[src/rtl/csd_conv_ctrl_if.sv]
// Handshake and memory-port bundle between the host side and the CSD
// conversion controller; slave is the controller, master is the host/memories.
interface csd_conv_ctrl_if #(
    parameter int AW = 4
);
    logic          start;
    logic          busy;
    logic          done;
    logic          rd_en;
    logic [AW-1:0] rd_addr;
    logic          rd_data;
    logic          wr_en;
    logic [AW-1:0] wr_addr;
    logic [1:0]    wr_data;
    logic [AW-1:0] nz_count;

    modport slave (
        input  start,
        input  rd_data,
        output busy,
        output done,
        output rd_en,
        output rd_addr,
        output wr_en,
        output wr_addr,
        output wr_data,
        output nz_count
    );

    modport master (
        output start,
        output rd_data,
        input  busy,
        input  done,
        input  rd_en,
        input  rd_addr,
        input  wr_en,
        input  wr_addr,
        input  wr_data,
        input  nz_count
    );
endinterface

[src/rtl/csd_conv_ctrl.sv]
// Bit-serial binary-to-CSD recoding controller: reads an N-bit operand LSB
// first, writes N+1 signed digits (00=0, 01=+1, 11=-1) and a nonzero count.
module csd_conv_ctrl #(
    parameter int N  = 8,
    parameter int AW = 4
) (
    input  logic           clk,
    input  logic           reset,
    csd_conv_ctrl_if.slave bus
);

    typedef enum logic [2:0] {
        S_IDLE,
        S_PRIME,
        S_STEP,
        S_FLUSH,
        S_DONE
    } state_e;

    localparam logic [AW-1:0] LAST_IDX   = AW'(N - 1);
    localparam logic [AW-1:0] FLUSH_ADDR = AW'(N);
    localparam logic [AW:0]   LAST_RD    = (AW + 1)'(N - 1);

    state_e        state_q;
    logic [AW-1:0] cnt_q;
    logic          carry_q;
    logic          cur_q;
    logic          rd_en_q;
    logic [AW-1:0] rd_addr_q;
    logic          wr_en_q;
    logic [AW-1:0] wr_addr_q;
    logic [1:0]    wr_data_q;
    logic [AW-1:0] nz_q;

    logic          nxt_d;
    logic [1:0]    digit_d;
    logic          carry_d;
    logic [AW:0]   cnt_p2;
    logic          rd_more;

    // Read-ahead runs two digits ahead of the digit being emitted.
    assign cnt_p2  = {1'b0, cnt_q} + (AW + 1)'(2);
    assign rd_more = (cnt_p2 <= LAST_RD);

    // NOTE: every signal gets a default before the case so no path leaves it
    // unassigned; an unassigned path would infer a latch.
    always_comb begin
        nxt_d   = (cnt_q != LAST_IDX) ? bus.rd_data : 1'b0;
        digit_d = 2'b00;
        carry_d = 1'b0;
        unique case ({cur_q, carry_q})
            2'b00: begin
                digit_d = 2'b00;
                carry_d = 1'b0;
            end
            2'b11: begin
                digit_d = 2'b00;
                carry_d = 1'b1;
            end
            default: begin
                // Lone one: a following one turns it into -1 with carry out.
                if (nxt_d) begin
                    digit_d = 2'b11;
                    carry_d = 1'b1;
                end else begin
                    digit_d = 2'b01;
                    carry_d = 1'b0;
                end
            end
        endcase
    end

    // NOTE: sequential state uses non-blocking assignments so every register
    // samples the pre-edge values regardless of statement order.
    always_ff @(posedge clk or posedge reset) begin
        if (reset) begin
            state_q   <= S_IDLE;
            cnt_q     <= '0;
            carry_q   <= 1'b0;
            cur_q     <= 1'b0;
            rd_en_q   <= 1'b0;
            rd_addr_q <= '0;
            wr_en_q   <= 1'b0;
            wr_addr_q <= '0;
            wr_data_q <= 2'b00;
            nz_q      <= '0;
        end else begin
            rd_en_q <= 1'b0;
            wr_en_q <= 1'b0;
            unique case (state_q)
                S_IDLE: begin
                    if (bus.start) begin
                        cnt_q     <= '0;
                        carry_q   <= 1'b0;
                        nz_q      <= '0;
                        rd_en_q   <= 1'b1;
                        rd_addr_q <= '0;
                        state_q   <= S_PRIME;
                    end
                end
                S_PRIME: begin
                    cur_q     <= bus.rd_data;
                    rd_en_q   <= 1'b1;
                    rd_addr_q <= AW'(1);
                    state_q   <= S_STEP;
                end
                S_STEP: begin
                    wr_en_q   <= 1'b1;
                    wr_addr_q <= cnt_q;
                    wr_data_q <= digit_d;
                    nz_q      <= nz_q + AW'(digit_d[0]);
                    carry_q   <= carry_d;
                    cur_q     <= nxt_d;
                    if (rd_more) begin
                        rd_en_q   <= 1'b1;
                        rd_addr_q <= cnt_p2[AW-1:0];
                    end
                    if (cnt_q == LAST_IDX) begin
                        state_q <= S_FLUSH;
                    end else begin
                        cnt_q <= cnt_q + AW'(1);
                    end
                end
                S_FLUSH: begin
                    wr_en_q   <= 1'b1;
                    wr_addr_q <= FLUSH_ADDR;
                    wr_data_q <= {1'b0, carry_q};
                    nz_q      <= nz_q + AW'(carry_q);
                    state_q   <= S_DONE;
                end
                S_DONE: begin
                    state_q <= S_IDLE;
                end
                default: begin
                    state_q <= S_IDLE;
                end
            endcase
        end
    end

    assign bus.busy     = (state_q != S_IDLE);
    assign bus.done     = (state_q == S_DONE);
    assign bus.rd_en    = rd_en_q;
    assign bus.rd_addr  = rd_addr_q;
    assign bus.wr_en    = wr_en_q;
    assign bus.wr_addr  = wr_addr_q;
    assign bus.wr_data  = wr_data_q;
    assign bus.nz_count = nz_q;

endmodule

[src/flat_wrapper.sv]
// flat-port wrapper written by rule: the top's interface ports become plain ports
module csd_conv_ctrl_flat 
#(
    parameter int N  = 8,
    parameter int AW = 4
)
  (clk, reset, bus_start, bus_rd_data, bus_busy, bus_done, bus_rd_en, bus_rd_addr, bus_wr_en, bus_wr_addr, bus_wr_data, bus_nz_count);
  csd_conv_ctrl_if #(.AW(AW)) bus_i ();
  input  logic clk;
  input  logic reset;
  input wire logic [$bits(bus_i.start)-1:0] bus_start;
  input wire logic [$bits(bus_i.rd_data)-1:0] bus_rd_data;
  output wire logic [$bits(bus_i.busy)-1:0] bus_busy;
  output wire logic [$bits(bus_i.done)-1:0] bus_done;
  output wire logic [$bits(bus_i.rd_en)-1:0] bus_rd_en;
  output wire logic [$bits(bus_i.rd_addr)-1:0] bus_rd_addr;
  output wire logic [$bits(bus_i.wr_en)-1:0] bus_wr_en;
  output wire logic [$bits(bus_i.wr_addr)-1:0] bus_wr_addr;
  output wire logic [$bits(bus_i.wr_data)-1:0] bus_wr_data;
  output wire logic [$bits(bus_i.nz_count)-1:0] bus_nz_count;
  assign bus_i.start = bus_start;
  assign bus_i.rd_data = bus_rd_data;
  assign bus_busy = bus_i.busy;
  assign bus_done = bus_i.done;
  assign bus_rd_en = bus_i.rd_en;
  assign bus_rd_addr = bus_i.rd_addr;
  assign bus_wr_en = bus_i.wr_en;
  assign bus_wr_addr = bus_i.wr_addr;
  assign bus_wr_data = bus_i.wr_data;
  assign bus_nz_count = bus_i.nz_count;
  csd_conv_ctrl #(.N(N), .AW(AW)) u_core (.clk(clk), .reset(reset), .bus(bus_i));
endmodule
[config.mk]
export PLATFORM = sky130hd
export DESIGN_NAME = csd_conv_ctrl_flat
export DESIGN_NICKNAME = d
export VERILOG_FILES = /design/src/rtl/csd_conv_ctrl_if.sv /design/src/rtl/csd_conv_ctrl.sv /design/src/flat_wrapper.sv
export SDC_FILE = /design/constraint.sdc
export NUM_CORES = 1
export LEC_CHECK = 0
export ABC_AREA = 1
export CAP_MARGIN = 20
export CELL_PAD_IN_SITES_DETAIL_PLACEMENT = 1
export CELL_PAD_IN_SITES_GLOBAL_PLACEMENT = 1
export CORE_ASPECT_RATIO = 0.6
export CORE_UTILIZATION = 35
export CTS_BUF_LIST = sky130_fd_sc_hd__clkbuf_2 sky130_fd_sc_hd__clkbuf_4 sky130_fd_sc_hd__clkbuf_8
export DETAILED_ROUTE_END_ITERATION = 6
export GPL_ROUTABILITY_DRIVEN = 0
export PLACE_DENSITY_LB_ADDON = 0.1
export SETUP_SLACK_MARGIN = 0.3
export SYNTH_ARGS = -nofsm -noshare
export SYNTH_HDL_FRONTEND = slang
export SYNTH_SLANG_ARGS = --single-unit
[constraint.sdc]
create_clock -name clk -period 3.7 [get_ports clk]
set_clock_uncertainty 0.15 [all_clocks]
set_input_delay 0.555 -clock clk [delete_from_list [all_inputs] [get_ports clk]]
set_output_delay 0.555 -clock clk [all_outputs]
set_load 0.02 [all_outputs]
* Yosys cells after proc, flatten, opt, wreduce, memory -nomap -nowiden *
Index checks and enable logic that the tools add are counted.

storage, ports and cells
  register bits = 25
  output and inout port bits = 18

operators by class
  add/sub/neg operators = 4
  $lt $le $gt $ge = 1
  equality and inequality tests = 11
  multiplexer cells = 23
  reduce and logical (&&, ||, !) cells = 15

operators with widths
  kind                                                                              number
  4-bit one-hot mux with 3 select lines                                             2
  4-bit one-hot mux with 2 select lines                                             2
  4-bit 2-to-1 mux                                                                  3
  3-bit one-hot mux with 4 select lines                                             1
  3-bit nonzero test                                                                3
  4-bit by 1-bit adder with 4-bit output                                            2
  3-bit by 2-bit == test with 1-bit output, second input constant                   2
  1-bit 2-to-1 mux                                                                  6
  3-bit 2-to-1 mux                                                                  2
  1-bit one-hot mux with 2 select lines                                             3
  2-bit AND reduction                                                               3
  3-bit AND reduction                                                               2
  2-bit nonzero test                                                                3
  4-bit by 2-bit adder with 5-bit output, second input constant                     1
  5-bit by 3-bit less-or-equal comparator with 1-bit output, second input constant  1
  4-bit by 1-bit adder with 4-bit output, second input constant                     1
  4-bit by 3-bit == test with 1-bit output, second input constant                   1
  2-bit 2-to-1 mux                                                                  2
  2-bit by 1-bit inequality test with 1-bit output, second input constant           2
  2-bit inequality test, second input constant                                      2
  4-bit by 3-bit inequality test with 1-bit output, second input constant           1
  2-bit one-hot mux with 2 select lines                                             1
  2-bit OR reduction                                                                2
  3-bit by 1-bit == test with 1-bit output, second input constant                   1
  other kinds (5)                                                                   5

* Longest topological paths before layout *
  depth after elaboration = 6
  depth in mapped cells = 11

* Worst setup path before layout *
Ideal clock, no wire load.

  kind = register to register
  from = reg u_core.carry_q
  to = reg u_core.nz_q[3] (netlist: u_core.bus.nz_count[3])
  data arrival time = 1.451 ns
  required time = 3.430 ns
  setup slack = 1.979 ns
  cell stages (with the launch flop) = 10
  buffers on the path = 0
  cell sequence = dfrtp_1 -> ha_1 -> inv_1 -> o21ai_0 -> ha_1 -> nand2_1 -> nor2_1 -> nand3_1 -> o21ai_0 -> nor2_1

on the way
  cells in the longest elaborated chain, start to end = 5
  elaborated cells between the ends (all ways) = 7
  those cells by class = add/sub (2); eq/ne (1); mux (2); reduce/logical (2)

RTL lines
  item                                                     line                  RTL
  start: declaration                                       csd_conv_ctrl.sv:26   logic carry_q;
  start signal: assignment                                 csd_conv_ctrl.sv:112  carry_q <= carry_d;
  2-bit == test / 2-bit zero test (equally long branches)  csd_conv_ctrl.sv:51   unique case ({cur_q, carry_q})
  2-bit OR reduction (no source line)                      n/a
  2-bit 2-to-1 mux                                         csd_conv_ctrl.sv:51
  4-bit by 1-bit adder with 4-bit output                   csd_conv_ctrl.sv:111  nz_q <= nz_q + AW'(digit_d[0]);
  4-bit one-hot mux with 3 select lines (*)                csd_conv_ctrl.sv:90   unique case (state_q)
  end signal: assignment                                   csd_conv_ctrl.sv:111
  end signal: assignment                                   csd_conv_ctrl.sv:128  nz_q <= nz_q + AW'(carry_q);
  end: declaration                                         csd_conv_ctrl.sv:33   logic [AW-1:0] nz_q;

Every way passes the cells marked *; elsewhere a longest branch is shown, timed or not.
A chain may end at the register's enable or synchronous reset.

* Final worst setup path *
  from = reg u_core.state_q[1]
  to = out bus_done

on the way
  cells in the longest elaborated chain, start to end = 1

RTL lines
  item                      line                  RTL
  start: declaration        csd_conv_ctrl.sv:24   state_e state_q;
  start signal: assignment  csd_conv_ctrl.sv:77   state_q <= S_IDLE;
  start signal: assignment  csd_conv_ctrl.sv:98   state_q <= S_PRIME;
  start signal: assignment  csd_conv_ctrl.sv:105  state_q <= S_STEP;
  3-bit == test             csd_conv_ctrl.sv:142  assign bus.done = (state_q == S_DONE);
  end: declaration          flat_wrapper.sv:14    output wire logic [$bits(bus_i.done)-1:0] bus_done;

Every way passes these cells.

==> reports/qor.csv <==
metric,value,unit
yosys_warnings,0,
postSynth.asyncResetShare,100,%
synthFlopType,dfrtp_1,
path_class,reg2out,
clk_path_buf_depth,2,
numCtsBuffers,3,
dp_slack,1620,ps
synth_area_leaders,"dfrtp_1 (51%), nand2_1 (12%), ha_1 (7.2%)",
fin_crit_sh,65.2,%
yosys.area_share.xor_xnor,1.44,%
syn_area,1220,um2
grt_pass1_wl,4.68,mm
slowest_delay,670,ps
diodes,0,
vias,994,
die_w,78.2,um
synth.distinct_cells,19,
synth_top_area_share,51.3,%
drc,0,
grt_max_degree,26,
drive_above_1_share,7.83,%
ant_nets,0,
h-tree-depth,1,
max_slew.worst_pin.slew,538,ps
critPathLaunchType,flip-flop,
synth.most_common_cell,nand2_1,
power_leakage,0.000754,uW
viasPerCell,4.71,
synth-compound-area-share,7.18,%
ir_drop,0.000394,V
die-area,3730,um2
track_usage,17.4,%
worstSetupEndpointType,output pin,
cts_setup_buffers,0,
grt_pass1_vias,920,
clockRootBuffer,clkbuf_8,
antenna_found_initial,0,
seq_area_frac_synth,51.3,%
routedWlPerCell,14.1,um
setup-violations-final,0,
grt_overflow,0,
wl,2.97,mm
hpwl,2.31,mm
first_pass_iters,4,
path_buf_inv,1,
placed_cells,206,
syn_inst,142,
cts.repair.resized,0,
clock_latency,270,ps
die_y,47.7,um
fin_cells,211,
synthAdderAreaFrac,7.18,%
portBuffers,21,
hold_path_class,in2async,
boundaryPins,22,
arrival,1710,ps
syn2layout_area_growth,26.6,%
syn_nets,153,
grt_setup_unrepaired,no,
layout_setup_ws,1290,ps
ys_top_cells_by_count,"nand2_1 (39), dfrtp_1 (25), inv_1 (17), nand3_1 (13)",
avgSynthCellArea,8.59,um2
finalCriticalPeriod,2410,ps
ys_seq_elements,25,
path_cells,"nor3_1, clkdlybuf4s50_1",
initial_core_util,37.2,%
cp.required,2990,ps
crit_family,buffers and inverters,
finalSetupTns,0,ps
final_nets,178,
slew_headroom,63.7,%
synth.area.mux_share,0,%
core_region_area,3280,um2
std_cell_rows,16,
synth-edff-count,0,
drv_cap,0,
drt_iter0_drc,32,
hold_buffers,0,
status,"complete, no violations",
critPathMaxFanout,6,
power_density,847,nW/um2
slowest_stage,clkdlybuf4s50_1,
yosys.area.top_type,dfrtp_1,
final_max_slew_viol_count,0,
synth_top_family_by_area,simple AND/OR/NAND/NOR gates,
cts_tree,built,
clk_transition_reported_paths,90,ps
hold_violations,0,
cts.sinks,25,
synth-simple-area-share,26.2,%
max_freq,414,MHz
[registers in the layout (all words and copies together) (netlist names)]
register and flops:
u_core.bus.nz_count 4, u_core.bus.rd_addr 4, u_core.bus.rd_en 1, u_core.bus.wr_addr 4, u_core.bus.wr_data 2, u_core.bus.wr_en 1, u_core.carry_q 1, u_core.cnt_q 4
u_core.cur_q 1, u_core.state_q 3
[cell usage in the layout, fill, tap and decap left out, drive strengths merged]
master	count
a21oi	3
buf	1
clkbuf	4
clkdlybuf4s50	21
dfrtp	25
ha	7
inv	17
nand2	42
nand3	13
nor2	14
nor3	2
o21ai	12
o22ai	2
or2	1
xnor2	1
xor2	1
[worst paths after layout]
| check | startpoint | to | slack (ps) | cells after the start |
|---|---|---|---|---|
| max | u_core.state_q[1] | bus_done | 1290 | 2 |
| max in group asynchronous | reset | u_core.bus.rd_addr[2] | 2690 | 3 |
| min | reset | u_core.cnt_q[3] | 330 | 2 |
| min reg2reg | u_core.bus.rd_addr[3] | u_core.bus.rd_addr[3] | 350 | 2 |
| max reg2reg | u_core.state_q[2] | u_core.bus.nz_count[3] | 1660 | 11 |
| min in group clk | u_core.bus.rd_addr[3] | u_core.bus.rd_addr[3] | 350 | 2 |
[layout make-up]
| cell class | instances | area, um2 |
|---|---|---|
| clock buffer | 4 | 48.8 |
| timing repair buffer | 22 | 238 |
| sequential | 25 | 626 |
| inverter | 17 | 63.8 |
| multi-input combinational | 98 | 512 |
| tap | 45 | 56.3 |
| fill | 397 | 1740 |
[per-stage QoR]
| stage | util (%) | power [uW] | hold slack [ps] | instance area, um2 |
|---|---|---|---|---|
| 2_1_floorplan | - | 889 | 323 | 1220 |
| 3_3_place_gp | 44.7 | 1120 | 321 | 1470 |
| 3_5_place_dp | 44.7 | 1140 | 332 | 1470 |
| 4_1_cts | 46.2 | 1320 | 353 | 1520 |
| 5_1_grt | 47.0 | 1420 | 340 | 1540 |
| 6_report | 47.0 | 1310 | 334 | 1540 |
[worst register-to-register path, cell delays in order, from the launching register on]
cell and delay (ps):
dfrtp_1 430, inv_1 90, nand2_1 250, nor2_2 220, nand2_1 70, o21ai_0 110, ha_1 210, nand2_1 70
nor2_1 120, nand3_1 90, o21ai_0 70, nor2_1 60
[kinds of logic after synthesis]
kind of cell,after synthesis
AOI/OAI and AO/OA,17
buffers and inverters,19
and+or+nand+nor,72
xor gates and xnor gates,2
adders and majority gates,7
DFF,25
[report_power, final]
part           switching [uW]  internal (uW)  total [uW]
Combinational             407            257         664
Clock                    89.1           84.4         174
Sequential               95.0            375         470
[metal layers]
layer / vias up / wire length, um / track usage [%]
li1: 495 / - / -
met1: 482 / 1610 / 24.9
met2: 15 / 1260 / 27.4
met3: 2 / 74 / 4.00
met4: 0 / 21 / 3.33
met5: - / 0 / 0
Note: power is estimated with default switching activity, not from simulation.
